--- config.mk ---
export PLATFORM = sky130hd
export DESIGN_NAME = load_unit
export DESIGN_NICKNAME = d
export VERILOG_FILES = /design/src/rtl/load_pkg.sv /design/src/rtl/load_extract.sv /design/src/rtl/load_unit.sv
export SDC_FILE = /design/constraint.sdc
export NUM_CORES = 1
export LEC_CHECK = 0
export CAP_MARGIN = 5
export CORE_ASPECT_RATIO = 0.6
export CORE_UTILIZATION = 41
export DETAILED_ROUTE_END_ITERATION = 10
export PLACE_DENSITY = 0.78
export SYNTH_ARGS = -nofsm -noshare
export SYNTH_HDL_FRONTEND = slang
export SYNTH_SLANG_ARGS = --single-unit
--- constraint.sdc ---
create_clock -name clk -period 4.2 [get_ports clk]
set_clock_uncertainty 0.1 [all_clocks]
set_input_delay 0.84 -clock clk [delete_from_list [all_inputs] [get_ports clk]]
set_output_delay 0.84 -clock clk [all_outputs]
set_load 0.02 [all_outputs]
--- src/rtl/load_pkg.sv ---
`default_nettype none
// ============================================================================
// Module      : load_pkg
// Description : Shared definitions for the RISC-V load unit: funct3 codes,
//               FSM state encoding, width/sign decode and alignment check.
// Revision    : 1.0 - initial release
// ============================================================================
package load_pkg;

    localparam logic [2:0] F3_LB  = 3'b000;
    localparam logic [2:0] F3_LH  = 3'b001;
    localparam logic [2:0] F3_LW  = 3'b010;
    localparam logic [2:0] F3_LD  = 3'b011;
    localparam logic [2:0] F3_LBU = 3'b100;
    localparam logic [2:0] F3_LHU = 3'b101;
    localparam logic [2:0] F3_LWU = 3'b110;

    typedef enum logic [2:0] {
        S_IDLE  = 3'd0,
        S_CHECK = 3'd1,
        S_REQ   = 3'd2,
        S_WB    = 3'd3,
        S_ERR   = 3'd4
    } state_t;

    typedef enum logic [1:0] {
        SZ_B = 2'd0,
        SZ_H = 2'd1,
        SZ_W = 2'd2,
        SZ_D = 2'd3
    } size_t;

    // Access width is encoded directly in funct3[1:0]
    function automatic size_t f3_size(input logic [2:0] f3);
        return size_t'(f3[1:0]);
    endfunction

    // funct3[2] set means zero-extend (LBU/LHU/LWU)
    function automatic logic f3_signed(input logic [2:0] f3);
        return ~f3[2];
    endfunction

    function automatic logic f3_illegal(input logic [2:0] f3);
        return (f3 == 3'b111);
    endfunction

    // True when the byte lane is not naturally aligned for the access width
    function automatic logic is_misaligned(input logic [2:0] f3, input logic [2:0] lane);
        logic bad;
        case (f3_size(f3))
            SZ_B:    bad = 1'b0;
            SZ_H:    bad = lane[0];
            SZ_W:    bad = |lane[1:0];
            default: bad = |lane;
        endcase
        return bad;
    endfunction

endpackage
`default_nettype wire

--- src/rtl/load_extract.sv ---
`default_nettype none
// ============================================================================
// Module      : load_extract
// Description : Combinational lane shift, width select and sign/zero
//               extension of a returned memory doubleword.
// Revision    : 1.0 - initial release
// ============================================================================
module load_extract
    import load_pkg::*;
#(
    parameter int WORDSIZE = 64
) (
    input  logic [WORDSIZE-1:0] mem_rdata,
    input  logic [2:0]          lane,
    input  logic [2:0]          funct3,
    output logic [WORDSIZE-1:0] result
);

    logic [WORDSIZE-1:0] shifted;
    logic                sgn;

    // Move the addressed byte lane to bit 0, then trim and extend to full width
    always_comb begin
        shifted = mem_rdata >> {lane, 3'b000};
        sgn     = f3_signed(funct3);
        result  = shifted;
        case (f3_size(funct3))
            SZ_B:    result = {{(WORDSIZE-8){sgn & shifted[7]}},   shifted[7:0]};
            SZ_H:    result = {{(WORDSIZE-16){sgn & shifted[15]}}, shifted[15:0]};
            SZ_W:    result = {{(WORDSIZE-32){sgn & shifted[31]}}, shifted[31:0]};
            default: result = shifted;
        endcase
    end

endmodule
`default_nettype wire

--- src/rtl/load_unit.sv ---
`default_nettype none
// ============================================================================
// Module      : load_unit
// Description : Executes decoded RISC-V loads: effective address, one memory
//               read, lane extraction and a single-cycle register write-back.
//               Optional REQ-phase timeout enabled by LOAD_UNIT_TIMEOUT_EN.
// Revision    : 1.0 - initial release
// ============================================================================
module load_unit
    import load_pkg::*;
#(
    parameter int WORDSIZE = 64,
    parameter int ADDRSIZE = 64,
    parameter int TIMEOUT  = 255
) (
    input  logic                clk,
    input  logic                rst_n,
    input  logic                start,
    output logic                ready,
    input  logic [11:0]         immediate,
    input  logic [WORDSIZE-1:0] rs1_value,
    input  logic [2:0]          funct3,
    input  logic [4:0]          rd,
    output logic                mem_req,
    output logic [ADDRSIZE-1:0] mem_addr,
    input  logic                mem_ack,
    input  logic [WORDSIZE-1:0] mem_rdata,
    output logic                wb_en,
    output logic [4:0]          wb_rd,
    output logic [WORDSIZE-1:0] wb_data,
    output logic                fault
);

    state_t              state;
    state_t              state_next;
    logic [11:0]         imm_q;
    logic [WORDSIZE-1:0] rs1_q;
    logic [2:0]          f3_q;
    logic [4:0]          rd_q;
    logic [ADDRSIZE-1:0] ea;
    logic [WORDSIZE-1:0] extracted;
    logic                timed_out;

    // Latched fields are stable from CHECK onward, so the address needs no register
    assign ea    = ADDRSIZE'(rs1_q) + {{(ADDRSIZE-12){imm_q[11]}}, imm_q};
    assign wb_rd = rd_q;

    load_extract #(
        .WORDSIZE (WORDSIZE)
    ) u_extract (
        .mem_rdata (mem_rdata),
        .lane      (ea[2:0]),
        .funct3    (f3_q),
        .result    (extracted)
    );

`ifdef LOAD_UNIT_TIMEOUT_EN
    localparam int CNT_W = $clog2(TIMEOUT + 1);
    logic [CNT_W-1:0] wait_cnt;

    // Count REQ cycles without an acknowledge; cleared while passing through CHECK
    always_ff @(posedge clk or negedge rst_n) begin
        if (!rst_n) begin
            wait_cnt <= '0;
        end else if (state == S_CHECK) begin
            wait_cnt <= '0;
        end else if (state == S_REQ && !mem_ack) begin
            wait_cnt <= wait_cnt + 1'b1;
        end
    end

    // Terminal REQ cycle: this is the TIMEOUT-th cycle spent waiting
    assign timed_out = (wait_cnt == CNT_W'(TIMEOUT - 1));
`else
    assign timed_out = 1'b0;
`endif

    // State register
    always_ff @(posedge clk or negedge rst_n) begin
        if (!rst_n) begin
            state <= S_IDLE;
        end else begin
            state <= state_next;
        end
    end

    // Next-state and per-state outputs; an ack coinciding with timeout completes the load
    always_comb begin
        state_next = state;
        ready      = 1'b0;
        mem_req    = 1'b0;
        mem_addr   = '0;
        wb_en      = 1'b0;
        fault      = 1'b0;
        case (state)
            S_IDLE: begin
                ready = 1'b1;
                if (start) state_next = S_CHECK;
            end
            S_CHECK: begin
                if (f3_illegal(f3_q) || is_misaligned(f3_q, ea[2:0])) state_next = S_ERR;
                else                                                   state_next = S_REQ;
            end
            S_REQ: begin
                mem_req  = 1'b1;
                mem_addr = {ea[ADDRSIZE-1:3], 3'b000};
                if (mem_ack)        state_next = S_WB;
                else if (timed_out) state_next = S_ERR;
            end
            S_WB: begin
                wb_en      = (rd_q != 5'd0);
                state_next = S_IDLE;
            end
            S_ERR: begin
                fault      = 1'b1;
                state_next = S_IDLE;
            end
            default: state_next = S_IDLE;
        endcase
    end

    // Capture request fields on acceptance and the load result on acknowledge
    always_ff @(posedge clk or negedge rst_n) begin
        if (!rst_n) begin
            imm_q   <= '0;
            rs1_q   <= '0;
            f3_q    <= '0;
            rd_q    <= '0;
            wb_data <= '0;
        end else begin
            if (state == S_IDLE && start) begin
                imm_q <= immediate;
                rs1_q <= rs1_value;
                f3_q  <= funct3;
                rd_q  <= rd;
            end
            if (state == S_REQ && mem_ack) begin
                wb_data <= extracted;
            end
        end
    end

endmodule
`default_nettype wire

==> metrics <==
R2R Path Start=imm_q[0]; minimum hold slack=261 ps; syn avg cell area=8.65 um^2; metal3 WL=4.43 mm; die area=0.0293 mm^2; die width=220 um; fmax=0.211 GHz; async set or reset register ratio after synthesis=1.00; Pins Over Slew Limit=0; Post-Layout Cell Count=2199; CTS max path bufs=2; # rows=47; clock root buffer=clkbuf_16; reg-to-reg endpoint=wb_data[12]; Syn-to-layout area delta=53.9%; Syn Inst Count=1354; Buffers on Ports=285; first-pass GRT wire length=69.1 mm; CP Class=flop to primary output; largest net degree at the start of global routing=96; Reg2Reg Depth=10; startpoint types=flop; max incr delay on CP=500 ps; Netlist Area Pre-Place=0.0117 mm^2; DP Area=0.0164 mm^2; Final Wtd Congestion=0.949; outcome=complete, but fails checks; fin crit period=4740 ps; Clk pin slew, worst setup/hold paths=70 ps; commonest non-fill, non-tap cell in the layout=buf_4; CP Buf/Inv Count=6; Tightest Pin Transition=923 ps; layout cells sized above 1=0.309; Starting Density=0.421; vias in the first global route=12000; critical path, cell by cell=buf_12, buf_12, ha_4, nand2_4, buf_6, o21a_1, a32o_2, o31a_1, o21ai_4, buf_6, a21oi_4, buf_6, or4_4, nand3_4, buf_6; CTS tree=done; Final ANT Viol Nets=0; warnings from Yosys=0; # setup viols final=33; via count=12700; Top Layer Used=met4; EDFF count, synth=0; I/O pins=289; Worst-Skew Late Latency=450 ps; most frequent cell on the critical path=buf_6; Max-cap violations=0; CP Capture Type=primary output; CP Data Required Time=3260 ps; RSZ-0062 raised after global routing=yes; Nets=2028; CTS Buf Count=17; DRT Wirelength=46.0 mm; number of synthesized register bits=151; most frequent cells in the layout=243 x buf_4, 231 x clkdlybuf4s50_1, 160 x nor2_1; initial detailed-routing violation count=1322; grt total ovfl=0; Netlist cell types=80; core box area=0.0278 mm^2; TritonRoute pass-1 iters=8; DR WL met2=19.0 mm; WL/cell=20.9 um; DR DRC count=14; die height=133 um; final instance area=0.0180 mm^2; gr usage total=0.309; setup TNS=-10070 ps; Rel. slew slack=0.378; H-tree levels=4; R2R Setup Slk=590 ps; M1 WL=21.2 mm; antenna violations before repair=7; period utilization=1.13; final count of hold timing violations=0; slowest stage cell, crit path=dfrtp_4; clk sink count=151; PnR worst setup slack=-542 ps; failing checks=design-rule violations, negative setup slack; ys flop type=dfrtp_1; Cells after DPL=2130; CP Max Fanout=4; Via density=5.75; DP HPWL=34.0 mm; hold crit path type=input port to async pin; Worst Path Arrival=3800 ps; Largest delay share family, worst path=compound AO/OA/AOI/OAI gates; sequential fraction of the synthesis area=0.323
==> worst register-to-register path, cell delays in order, from the launching register on <==
cell and delay, ps:
dfrtp_1 410, ha_4 180, fa_4 860, buf_12 330, nor2b_1 120, buf_4 190
nand2_1 70, o21ai_0 280, o21ai_0 680, nor2_1 100, o22a_1 180
==> sequential cells by signal, indices dropped and copies added (netlist names) <==
register,cells
rs1_q,64
f3_q,3
imm_q,12
wb_rd,5
state,3
wb_data,64
==> per-layer routing <==
metal | vias to the layer above | GRT usage
met5 | - | 0
met4 | 0 | 0.105
met3 | 80 | 0.0906
met2 | 594 | 0.425
met1 | 6148 | 0.454
li1 | 5833 | -
==> cells in the mapped netlist, types with 17 or more instances <==
cell type  count  share of area
a211oi_1      22          0.014
a21o_1        41          0.026
a21oi_1      132          0.056
a31oi_1       24          0.013
clkbuf_1      68          0.022
dfrtp_1      151           0.32
ha_1          63          0.067
inv_1         17         0.0054
mux2_2        98          0.094
mux2i_1       35          0.030
nand2_1      137          0.044
nand3_1       27          0.012
nand4_1       28          0.015
nor2_1       163          0.052
nor3_1        24          0.010
o21ai_0       52          0.022
o21bai_1      20          0.013
xnor2_1       30          0.022
xor2_1        18          0.013
==> repair_timing <==
action	4_1_cts	5_1_grt
buffers inserted	13	16
gates resized for setup	264	98
pin swaps	23	46
setup endpoints to repair	51	51
endpoints found under the hold margin	0	0
hold buffers	0	0
cloned	2	0
==> metrics by stage <==
step,setup slack (ps),utilization
floorplan,14.4,-
global route,-605,0.648
finish,-542,0.648
global placement,-410,0.590
detailed placement,-456,0.590
CTS,-472,0.632
==> worst max-delay path by stage <==
stage,start,endpoint,slack (ps),depth (start not counted)
detailed placement,imm_q[11],mem_addr[60],-460,13
CTS,imm_q[11],mem_addr[61],-470,14
global placement,imm_q[11],mem_addr[63],-410,14
floorplan,imm_q[11],mem_addr[62],10,11
global route,imm_q[11],mem_addr[61],-600,15
finish,imm_q[11],mem_addr[61],-540,15
==> final cells by class <==
class                           instances  area (um^2)
Timing Repair Buffer                  534         4840
Multi-Input combinational cell       1090         8260
Sequential cell                       151         3780
Clock inverter                         13          145
Inverter                               18         67.6
Clock buffer                           19          453
Fill cell                            2248         9790
Antenna cell                            7         17.5
Tap cell                              367          459
==> kinds of logic after synthesis <==
| kind of cell | Yosys count | share of synthesized area |
|---|---|---|
| other cells | 1 | 0.000320 |
| mux | 142 | 0.141 |
| buf+inv | 115 | 0.0393 |
| xor+xnor | 49 | 0.0373 |
| fa+ha+maj | 64 | 0.0690 |
| simple gates | 458 | 0.179 |
| compound gates | 374 | 0.211 |
| flops | 151 | 0.323 |
Power is left out: the tool's default activity adds up to more than one toggle a clock period on the data nets, which glitch-free logic cannot reach.
